===== src/rtl/seq_detect_prog.sv =====
// Programmable serial bit-pattern detector: run-time pattern, length and overlap mode,
// qualified by in_valid, with a registered match pulse and a saturating match counter.
module seq_detect_prog #(
   parameter int MAX_LEN = 8,
   parameter int LEN_W   = 4,
   parameter int CNT_W   = 8
) (
   input  logic               clk,
   input  logic               reset,
   input  logic               cfg_load,
   input  logic [MAX_LEN-1:0] cfg_pattern,
   input  logic [LEN_W-1:0]   cfg_len,
   input  logic               cfg_overlap,
   input  logic               in_valid,
   input  logic               w,
   input  logic               cnt_clr,
   output logic               z,
   output logic [CNT_W-1:0]   match_count,
   output logic               armed,
   output logic               cfg_err
);

   localparam logic [0:0] IDLE = 1'b0;
   localparam logic [0:0] RUN  = 1'b1;

   logic [0:0]         state_q;
   logic [MAX_LEN-1:0] hist_q;
   logic [LEN_W-1:0]   fill_q;
   logic [MAX_LEN-1:0] pat_q;
   logic [LEN_W-1:0]   len_q;
   logic               overlap_q;

   logic [MAX_LEN-1:0] hist_nxt;
   logic [MAX_LEN-1:0] len_mask;
   logic [LEN_W:0]     fill_inc;
   logic               fill_full;
   logic [LEN_W-1:0]   fill_nxt;
   logic               len_ok;
   logic               shift_en;
   logic               match;

   // NOTE: every signal assigned in always_comb gets a default first, so no path can infer a latch.
   always_comb begin
      len_mask = '0;
      for (int i = 0; i < MAX_LEN; i++) begin
         len_mask[i] = (i < int'(len_q));
      end
   end

   assign hist_nxt  = {hist_q[MAX_LEN-2:0], w};
   assign fill_inc  = {1'b0, fill_q} + (LEN_W+1)'(1);
   assign fill_full = (fill_inc >= {1'b0, len_q});
   assign fill_nxt  = fill_full ? len_q : fill_inc[LEN_W-1:0];
   assign len_ok    = (cfg_len != '0) && (cfg_len <= LEN_W'(MAX_LEN));
   assign shift_en  = (state_q == RUN) && in_valid && !cfg_load;
   // Bits of the history above the programmed length are masked off and never compared.
   assign match     = shift_en && fill_full && (((hist_nxt ^ pat_q) & len_mask) == '0);

   // NOTE: sequential state uses non-blocking assignments so all registers update from pre-edge values.
   always_ff @(posedge clk or negedge reset) begin
      if (!reset) begin
         state_q   <= IDLE;
         hist_q    <= '0;
         fill_q    <= '0;
         pat_q     <= '0;
         len_q     <= '0;
         overlap_q <= 1'b0;
         cfg_err   <= 1'b0;
      end else begin
         cfg_err <= 1'b0;
         if (cfg_load) begin
            hist_q <= '0;
            fill_q <= '0;
            if (len_ok) begin
               state_q   <= RUN;
               pat_q     <= cfg_pattern;
               len_q     <= cfg_len;
               overlap_q <= cfg_overlap;
            end else begin
               state_q <= IDLE;
               cfg_err <= 1'b1;
            end
         end else if (shift_en) begin
            hist_q <= hist_nxt;
            // Without overlap a match empties the history so the next match needs a full fresh pattern.
            if (match && !overlap_q) begin
               fill_q <= '0;
            end else begin
               fill_q <= fill_nxt;
            end
         end
      end
   end

   always_ff @(posedge clk or negedge reset) begin
      if (!reset) begin
         z           <= 1'b0;
         match_count <= '0;
      end else begin
         z <= match;
         if (cnt_clr) begin
            match_count <= '0;
         end else if (match && (match_count != '1)) begin
            match_count <= match_count + CNT_W'(1);
         end
      end
   end

   assign armed = (state_q == RUN);

endmodule

===== config.mk =====
export PLATFORM = sky130hd
export DESIGN_NAME = seq_detect_prog
export DESIGN_NICKNAME = d
export VERILOG_FILES = /design/src/rtl/seq_detect_prog.sv
export SDC_FILE = /design/constraint.sdc
export NUM_CORES = 1
export LEC_CHECK = 0
export ABC_AREA = 1
export CAP_MARGIN = 30
export CORE_ASPECT_RATIO = 0.7
export CORE_UTILIZATION = 58
export DETAILED_ROUTE_END_ITERATION = 10
export PLACE_DENSITY = 0.85
export SYNTH_ARGS = -nofsm -noshare
export SYNTH_HDL_FRONTEND = slang
export SYNTH_SLANG_ARGS = --single-unit

===== constraint.sdc =====
create_clock -name clk -period 5.29 [get_ports clk]
set_clock_uncertainty 0.15 [all_clocks]
set_input_delay 1.058 -clock clk [delete_from_list [all_inputs] [get_ports clk]]
set_output_delay 1.058 -clock clk [all_outputs]
set_load 0.05 [all_outputs]

==> reports/summary.txt, run 1 <==
CTS tree - done
Number of H-tree levels - 2
Register bit count reported by yosys - 35
CP startpoint kind - flip-flop
Slowest CP cell - clkdlybuf4s50_1
IO Pins - 30
Post-detailed-routing wire length - 3.98 mm
Tightest Pin Transition - 0.506 ns
Buf+Inv Stages, Crit Path - 1
Total global routing track utilization - 25.4%
Via count of the routed design - 1752
Hold buffer count at CTS - 0
Horizontal die dimension - 72.8 µm
Gr ovfl total - 0
Die area - 3760 µm²
Type of the worst setup path - flip-flop to output port
Proportion of synthesized chip area in sequential cells - 43.0%
Rel. slew slack - 66.1%
Non-Filler Cell Area, Final - 2480 µm²
Unrepaired setup endpoints after global routing - false
Count of pins over their slew limit - 0
Final Hold Slack - 0.376 ns
Detailed Route Iter0 Violations - 106
# Max-Cap Violations - 0
Leak Pwr - 1.29 nW
Final worst-path cycle share - 52.5%
Cell chosen for the clock root - clkbuf_8
Number of global-route vias before repair - 1593
Count of inserted antenna diode cells - 0
Fmax - 0.360 GHz
DR WL/cell - 11.5 µm
Final-report setup violation count - 0
Placeable core region - 3250 µm²
Met1 Wirelength - 2.00 mm
Synth-to-layout area growth - 21.7%
Post-placement worst setup slack - 2.44 ns
Outcome - completed
Top layer in use - met4
Data arrival at the endpoint of the critical path - 1.57 ns
Initial antenna violation count - 0
Endpoint class of the critical path - output port
Top cells by area in the synthesized netlist - dfrtp_1, nand2_1, inv_1, nand3_1, ha_1
DP Wirelength - 2.92 mm
Area share of the largest cell type after synthesis - 43.0%
Global-route wire length before repair - 6.96 mm
Effective utilization at floorplan - 62.6%
Final #Nets - 322
PostCTS Resize Cnt - 0
CP max stage delay - 0.83 ns
Areal power density over the cells - 268 nW/µm²
Post-route setup TNS - 0 ns
DR WL met2 - 1.69 mm
Tightest Hold Check Type - flip-flop to flip-flop
Total clock sinks - 35
Port Buffers - 29
Post-DRT Antenna Nets - 0
Count of yosys warnings during synthesis - 0
Area post-placement - 2380 µm²
Number of unique standard cell types used by synthesis - 22
Total number of placement rows - 17
Deepest clock path buffer count - 2
Routed wl met3 - 200 µm
Routed via count divided by cell count - 5.08
Clock network latency to the later pin of the worst-skew pair - 0.29 ns
Post-synthesis cell area - 2040 µm²
Critical path peak fanout - 5
Pre-antenna DRT Iters - 4
Post-CTS setup buffer count - 0
Number of endpoints with negative hold slack in the final report - 0
Maximum number of pins on one net before global-route repair - 36
Cell-by-cell trace of the critical path - clkdlybuf4s50_1
Routability congestion estimate - 0.860
Fin crit period - 2.78 ns
Number of instances in the synthesized netlist - 263
Peak ir drop on the vdd network - 0.000205 V
Fraction of final layout cells with drive strength greater than 1 - 12.1%
Net count of the mapped netlist - 288
Library cell with the largest summed area after synthesis - dfrtp_1
Clock slew at the register clock pins of the worst setup and hold paths - 0.07 ns
Number of buffers created by CTS - 5
Die outline height - 51.6 µm
Remaining DRCs - 0
Post-route setup slack - 2.51 ns
Top delay family on crit path - buffers and inverters
Data required time at the worst endpoint - 4.08 ns
Avg Synthesized Cell Area - 7.75 µm²
[routing by layer]
layer  vias up  track usage, %
met5         -               0
met4         0            12.7
met3         8            5.81
met2        42            38.5
met1       796            34.4
li1        906               -
[power breakdown]
part	leakage, nW	total, mW	switching, mW	internal, mW
sequential	0.449	0.303	0.0170	0.286
clock	0.0515	0.213	0.0938	0.119
combinational	0.791	0.148	0.0935	0.0545
[logic make-up (layout without fill, tap and decap cells)]
logic type,after synthesis,in the layout,synth area share [%]
buffers and inverters,44,79,8.29
AOI/OAI and AO/OA,26,26,6.82
muxes,1,1,0.553
DFF,35,35,43.0
xor gates and xnor gates,7,7,3.01
and+or+nand+nor,144,144,34.6
adders and majority gates,6,6,3.69
[final cells by class]
| class | count | area, µm² |
|---|---|---|
| sequential | 35 | 876 |
| multi-input combinational | 184 | 992 |
| timing repair buffer | 30 | 298 |
| inverter | 41 | 154 |
| fill | 267 | 776 |
| tap | 47 | 58.8 |
| clock buffer | 8 | 100 |
[final timing paths]
check,startpoint,endpoint,slack (ns),cells past startpoint
setup / recovery,match_count[6],match_count[6],2.51,1
hold / removal,fill_q[1],fill_q[1],0.38,2
setup reg to reg,fill_q[0],match_count[4],2.88,12
hold reg to reg,fill_q[1],fill_q[1],0.38,2
max in group asynchronous,reset,hist_q[2],3.65,2
min in group asynchronous,reset,match_count[3],1.03,2
[cells in the mapped netlist (all sizes together)]
master   n
mux2     1
buf      3
a21oi   11
xor2     6
nor2    29
ha       6
dfrtp   35
o21ai    8
inv     41
nand2   80
xnor2    1
nand3   27
o22ai    7
nand4    8
[sequential cells by signal, indices dropped and copies added, names as in the netlist]
signal and cells:
z 1, hist_q 7, armed 1, len_q 4
cfg_err 1, overlap_q 1, match_count 8, fill_q 4
pat_q 8
[metrics by stage]
| step | instances | total power [mW] | util, % |
|---|---|---|---|
| 3_3_place_gp | 337 | 0.450 | 73.1 |
| 2_1_floorplan | 263 | 0.409 | - |
| 6_report | 345 | 0.664 | 76.2 |
| 3_5_place_dp | 337 | 0.456 | 73.1 |
| 4_1_cts | 345 | 0.672 | 76.2 |
| 5_1_grt | 345 | 0.700 | 76.2 |
[layout by cell type, fill, tap and decap left out, types with 3 or more instances in the layout]
| cell | count |
|---|---|
| nand3_1 | 21 |
| nor2_1 | 20 |
| clkbuf_8 | 7 |
| inv_1 | 34 |
| nand2_1 | 75 |
| nand2_2 | 5 |
| dfrtp_1 | 35 |
| nand4_1 | 8 |
| nand3_2 | 5 |
| o21ai_0 | 4 |
| a21oi_1 | 11 |
| inv_2 | 7 |
| nor2_4 | 5 |
| nor2_2 | 3 |
| ha_1 | 6 |
| o22ai_1 | 7 |
| xor2_1 | 6 |
| clkdlybuf4s50_1 | 29 |
| o21ai_1 | 4 |
No activity file was read; power rests on OpenSTA's default activity.
==> inputs of run 2 (changes only) <==
CORE_UTILIZATION = 54   (was 58)
PLACE_DENSITY = 0.79   (was 0.85)
clock period = 2.75 ns   (was 5.29 ns; I/O delays follow)
==> run 2 against run 1 <==
  * Worst setup slack got worse by 2.1 ns
  * Clock power increased to 2.6 times the previous value
  * Die area up 7.2%
  * Combinational power is 94% higher
  * Critical path depth increased by 11
  * Sequential power grew 93%
  * Sequential cell count unchanged
  * Sequential share of layout area down 0.61 points
  * Power is 110% higher
==> reports/summary.txt, run 2 (synthesis gave the netlist of run 1 again) <==
Outcome - completed
Gr ovfl total - 0 (unchanged)
Die area - 4030 µm² (+7.2%)
Unrepaired setup endpoints after global routing - false
Final-report setup violation count - 0 (unchanged)
Number of H-tree levels - 2 (unchanged)
Count of fill cells added during filler insertion - 302 (+13%)
Deepest clock path buffer count - 2 (unchanged)
Routed via count divided by cell count - 5.07 (-0.24%)
Tightest Pin Transition - 0.499 ns (-0.00709 ns)
Count of pins over their slew limit - 0 (unchanged)
# Max-Cap Violations - 0 (unchanged)
Rel. slew slack - 66.6% (+0.47 points)
Fraction of final layout cells with drive strength greater than 1 - 12.4% (+0.29 points)
Number of global-route vias before repair - 1518 (-4.7%)
Post-route total power - 1.42 mW (+110%)
Reg2Reg Depth - 12 (unchanged)
Routability congestion estimate - 0.855 (-0.66%)
Initial antenna violation count - 0 (unchanged)
Global-route wire length before repair - 6.55 mm (-5.9%)
Count of inserted antenna diode cells - 0 (unchanged)
Post-CTS setup buffer count - 0 (unchanged)
PostCTS Resize Cnt - 0 (unchanged)
Net switching share of the total power - 28.2% (-2.6 points)
Number of buffers created by CTS - 5 (unchanged)
Synth-to-layout area growth - 23.8%
Fmax - 0.423 GHz
Worst Hold Endpoint - fill_q[1]
Share of total power in combinational logic - 20.2% (-2.1 points)
Die outline height - 53.4 µm (+3.5%)
Internal - 1.02 mW (+120%)
Clock network latency to the later pin of the worst-skew pair - 0.29 ns (about the same)
Total number of placement rows - 18 (+1)
Hold buffer count at CTS - 0 (unchanged)
Cell chosen for the clock root - clkbuf_8
Highest-count cells in the layout ignoring fill and taps - nand2_1, dfrtp_1, inv_1
Worst Min Path Start - fill_q[1]
Tightest Hold Check Type - flip-flop to flip-flop
Clock slew at the register clock pins of the worst setup and hold paths - 0.07 ns (about the same)
Detailed Route Iter0 Violations - 116 (+9.4%)
Via count of the routed design - 1768 (+0.91%)
Effective utilization at floorplan - 57.2% (-5.3 points)
Final Hold Slack - 0.374 ns (-0.00262 ns)
Switching power - 399 µW (+95%)
CP startpoint kind - flip-flop
Critical path peak fanout - 8 (+3)
Areal power density over the cells - 562 nW/µm² (+110%)
DP Wirelength - 2.94 mm (+0.82%)
Leading registers by flop count - match_count (8), pat_q (8), hist_q (7)
Endpoint class of the critical path - flip-flop
Reg2reg end - match_count[4]
CTS tree - done
Post-detailed-routing wire length - 4.11 mm (+3.4%)
Hold Path Stages - 2 (unchanged)
Pre-antenna DRT Iters - 4 (unchanged)
Critical register-to-register path startpoint - fill_q[0]
Total global routing track utilization - 22.9% (-2.5 points)
DR WL/cell - 11.8 µm (+2.2%)
Type of the worst setup path - flip-flop to flip-flop
Post-DRT Antenna Nets - 0 (unchanged)
Sequential Power Share - 41.2% (-4.5 points)
Data required time at the worst endpoint - 2.78 ns (-1.30 ns)
Minimum setup slack among reg-to-reg paths - 0.39 ns (-2.49 ns)
Total clock sinks - 35 (unchanged)
Peak ir drop on the vdd network - 0.000391 V (+91%)
Horizontal die dimension - 75.4 µm (+3.5%)
Data arrival at the endpoint of the critical path - 2.40 ns (+0.83 ns)
Non-Filler Instances - 349 (+1.2%)
Remaining DRCs - 0 (unchanged)
Final #Nets - 323 (+0.31%)
Portion of total power attributed to the clock network - 38.5% (+6.5 points)
Port Buffers - 29 (unchanged)
Placeable core region - 3560 µm² (+9.3%)
Leak Pwr - 1.31 nW (+1.4%)
Maximum number of pins on one net before global-route repair - 36 (unchanged)
Final worst-path cycle share - 85.9%
Most common cell after layout, fill and taps aside - nand2_1
Number of endpoints with negative hold slack in the final report - 0 (unchanged)
Fin crit period - 2.36 ns
IO Pins - 30 (unchanged)
Placed cell count - 341 (+1.2%)
Post-route setup TNS - 0 ns (unchanged)
## run 2: cell count changes in the layout (fill, tap and decap cells not counted), sizes merged
cell    change
buf         +1
bufinv      +2
clkbuf      -2
## run 2: area by class of cell
type	instances	area, µm²	share of cell area, %
Timing Repair Buffer	31	305	12.1
Multi-Input combinational cell	184	992	39.3
Clock inverter	2	60.1	2.38
Tap cell	50	62.6	2.48
Inverter	41	154	6.10
Clock buffer	6	72.6	2.88
Sequential cell	35	876	34.7
## run 2: metal layers
layer / up-vias / track usage (%) / routed length, µm
li1: 904 / - / -
met1: 818 / 30.9 / 2110
met2: 39 / 35.9 / 1720
met3: 7 / 4.57 / 216
met4: 0 / 9.26 / 60
met5: - / 0 / 0
## run 2: per-stage QoR
step	worst slack [ns]	cell area, µm²	util [%]
floorplan	0.657	2040	-
global placement	0.457	2390	67.2
detailed placement	0.416	2390	67.2
CTS	0.403	2520	70.9
global route	0.232	2520	70.9
finish	0.388	2520	70.9
## run 2: worst max-delay path: stages, from the launching register on
cell	delay (ns)
dfrtp_1	0.43
ha_1	0.25
xor2_1	0.16
ha_1	0.30
nand2_1	0.06
nor2_1	0.08
nand2_1	0.07
nand3_1	0.20
inv_2	0.12
nor2_4	0.16
nand3_4	0.13
nand3_1	0.10
nand2_1	0.05
## run 2: power by group through the flow
stage | logic (mW) | registers [mW] | clock network (mW)
after floorplan | 0.194 | 0.594 | 0
after global placement | 0.278 | 0.591 | 0
after detailed placement | 0.284 | 0.593 | 0
after CTS | 0.289 | 0.584 | 0.555
after global routing | 0.323 | 0.588 | 0.575
final | 0.287 | 0.584 | 0.546
## run 2: worst max path at each step
stage	startpoint	to	slack [ns]
floorplan	fill_q[0]	match_count[6]	0.66
global placement	fill_q[0]	match_count[6]	0.46
detailed placement	fill_q[0]	match_count[4]	0.42
CTS	fill_q[0]	match_count[4]	0.40
global route	fill_q[0]	match_count[7]	0.23
finish	fill_q[0]	match_count[4]	0.39
==> inputs of run 3 (changes only) <==
CORE_UTILIZATION = 45   (was 54)
CTS_CLUSTER_DIAMETER = 60   (was not set)
DONT_BUFFER_PORTS = 1   (was not set)
PLACE_DENSITY = not set   (was 0.79)
==> run 3 against run 2 <==
  * Count of clock-buffer cells in the layout unchanged
  * Clock power down 12%
  * Combinational power down 15%
  * Final area down 9.5%
  * Fmax up 3.0%
  * Routed wire length down 2.1%
  * Utilization down 18 points
  * First-iteration DRC count down 31%
  * Critical endpoint unchanged
  * Largest power group unchanged
==> reports/summary.txt, run 3 (synthesis gave the netlist of run 1 again) <==
Remaining DRCs - 0 (unchanged)
Port Buffers - 0 (-100%)
Minimum setup slack among reg-to-reg paths - 0.46 ns (+0.07 ns)
Endpoint class of the critical path - flip-flop
Total clock sinks - 35 (unchanged)
Count of inserted antenna diode cells - 0 (unchanged)
Leading registers by flop count - match_count (8), pat_q (8), hist_q (7)
Outcome - completed
Total number of placement rows - 20 (+2)
Number of buffers created by CTS - 5 (unchanged)
Reg2reg end - match_count[4]
Die outline height - 58.3 µm (+9.2%)
Switching power - 390 µW (-2.5%)
Post-detailed-routing wire length - 4.02 mm (-2.1%)
Worst Min Path Start - cfg_load
Net switching share of the total power - 29.6% (+1.5 points)
Final-report setup violation count - 0 (unchanged)
Synth-to-layout area growth - 12.1%
Horizontal die dimension - 82.4 µm (+9.3%)
Areal power density over the cells - 576 nW/µm² (+2.5%)
Fin crit period - 2.29 ns (-0.0694 ns)
Internal - 925 µW (-9.1%)
Peak ir drop on the vdd network - 0.000379 V (-3.0%)
Global-route wire length before repair - 6.81 mm (+4.0%)
Effective utilization at floorplan - 47.1% (-10 points)
Rel. slew slack - 60.6% (-6.0 points)
Final #Nets - 300 (-7.1%)
IO Pins - 30 (unchanged)
DR WL/cell - 12.2 µm (+3.2%)
Fraction of final layout cells with drive strength greater than 1 - 15.6% (+3.2 points)
Number of endpoints with negative hold slack in the final report - 0 (unchanged)
Critical register-to-register path startpoint - fill_q[0]
Post-DRT Antenna Nets - 0 (unchanged)
Sequential Power Share - 45.0% (+3.8 points)
Maximum number of pins on one net before global-route repair - 36 (unchanged)
Final worst-path cycle share - 83.4% (-2.5 points)
Tightest Hold Check Type - primary input to flip-flop
Routed via count divided by cell count - 4.85 (-4.2%)
Hold buffer count at CTS - 2 (+2)
Data required time at the worst endpoint - 2.78 ns (about the same)
Post-route setup TNS - 0 ns (unchanged)
Portion of total power attributed to the clock network - 36.4% (-2.1 points)
DP Wirelength - 2.90 mm (-1.4%)
Most common cell after layout, fill and taps aside - nand2_1
Post-placement worst setup slack - 0.473 ns (+0.0570 ns)
CP startpoint kind - flip-flop
Pre-antenna DRT Iters - 4 (unchanged)
Fmax - 0.436 GHz (+3.0%)
PostCTS Resize Cnt - 0 (unchanged)
Worst Hold Endpoint - cfg_err
# Max-Cap Violations - 0 (unchanged)
Post-CTS setup buffer count - 0 (unchanged)
Die area - 4800 µm² (+19%)
CTS tree - done
Tightest Pin Transition - 0.591 ns (+0.0916 ns)
Type of the worst setup path - flip-flop to flip-flop
Clock slew at the register clock pins of the worst setup and hold paths - 0.07 ns (about the same)
Share of total power in combinational logic - 18.6% (-1.6 points)
Unrepaired setup endpoints after global routing - false
Initial antenna violation count - 0 (unchanged)
Post-route setup slack - 0.457 ns (+0.0694 ns)
Highest-count cells in the layout ignoring fill and taps - nand2_1, dfrtp_1, inv_1
Cell chosen for the clock root - clkbuf_8
Number of global-route vias before repair - 1517 (-0.066%)
Hold Path Stages - 2 (unchanged)
Leak Pwr - 1.23 nW (-5.8%)
Routability congestion estimate - 0.784 (-8.2%)
Detailed Route Iter0 Violations - 80 (-31%)
Gr ovfl total - 0 (unchanged)
Clock network latency to the later pin of the worst-skew pair - 0.28 ns (about the same)
Reg2Reg Depth - 12 (unchanged)
Data arrival at the endpoint of the critical path - 2.32 ns (-0.08 ns)
Count of pins over their slew limit - 0 (unchanged)
Total global routing track utilization - 19.3% (-3.6 points)
Placeable core region - 4330 µm² (+22%)
Deepest clock path buffer count - 2 (unchanged)
Via count of the routed design - 1606 (-9.2%)
Number of H-tree levels - 2 (unchanged)
Critical path peak fanout - 8 (unchanged)
==> run 3: changes by cell type in the layout (fill, tap and decap cells not counted), sizes merged <==
| cell | previous run | this run |
|---|---|---|
| clkinv | 0 | 1 |
| dlygate4sd3 | 0 | 1 |
| clkdlybuf4s50 | 29 | 0 |
| bufinv | 2 | 1 |
| buf | 2 | 7 |
==> run 3: worst max path at each step <==
| stage | startpoint | end | slack [ns] | cells past startpoint |
|---|---|---|---|---|
| final | fill_q[0] | match_count[4] | 0.46 | 12 |
| after global routing | fill_q[0] | match_count[3] | 0.25 | 12 |
| after CTS | fill_q[0] | match_count[7] | 0.44 | 12 |
| after detailed placement | fill_q[0] | match_count[4] | 0.47 | 12 |
| after global placement | fill_q[0] | match_count[7] | 0.52 | 12 |
| after floorplan | fill_q[0] | match_count[6] | 0.66 | 12 |
==> run 3: per-stage QoR <==
| step | util (%) | area [µm²] | total power, mW | hold WS, ns | instances |
|---|---|---|---|---|---|
| 3_3_place_gp | 49.3 | 2140 | 0.829 | 0.105 | 321 |
| 6_report | 52.7 | 2280 | 1.32 | 0.244 | 331 |
| 5_1_grt | 52.7 | 2280 | 1.39 | 0.251 | 331 |
| 2_1_floorplan | - | 2040 | 0.788 | 0.104 | 263 |
| 4_1_cts | 52.7 | 2280 | 1.33 | 0.238 | 331 |
| 3_5_place_dp | 49.3 | 2140 | 0.833 | 0.106 | 321 |
==> run 3: layout make-up <==
type	instances	area [µm²]
inverter	41	154
timing repair buffer	8	75.1
clock buffer	6	82.6
tap	55	68.8
clock inverter	2	35.0
fill	422	2050
sequential	35	876
multi-input combinational	184	992
==> run 3: routing by layer <==
metal / part of all wire, % / wire (µm) / global-route usage (%) / vias to the layer above
li1: - / - / - / 863
met1: 54 / 2170 / 29.2 / 714
met2: 40 / 1610 / 26.2 / 26
met3: 5.4 / 218 / 6.05 / 3
met4: 0.52 / 21 / 5.26 / 0
met5: 0 / 0 / 0 / -
==> run 3: critical path: stages (launching register included) <==
cell,delay [ns]
dfrtp_1,0.42
ha_1,0.25
xor2_1,0.17
ha_1,0.30
nand2_1,0.05
nor2_1,0.07
nand2_1,0.06
nand3_1,0.18
inv_2,0.11
nor2_4,0.15
nand3_4,0.13
nand3_1,0.10
nand2_1,0.05
==> run 3: power by group through the flow <==
stage | registers (mW) | logic [mW] | clock network [mW]
detailed placement | 0.601 | 0.232 | 0
floorplan | 0.594 | 0.194 | 0
CTS | 0.592 | 0.248 | 0.491
finish | 0.592 | 0.245 | 0.479
global route | 0.597 | 0.283 | 0.514
global placement | 0.601 | 0.228 | 0
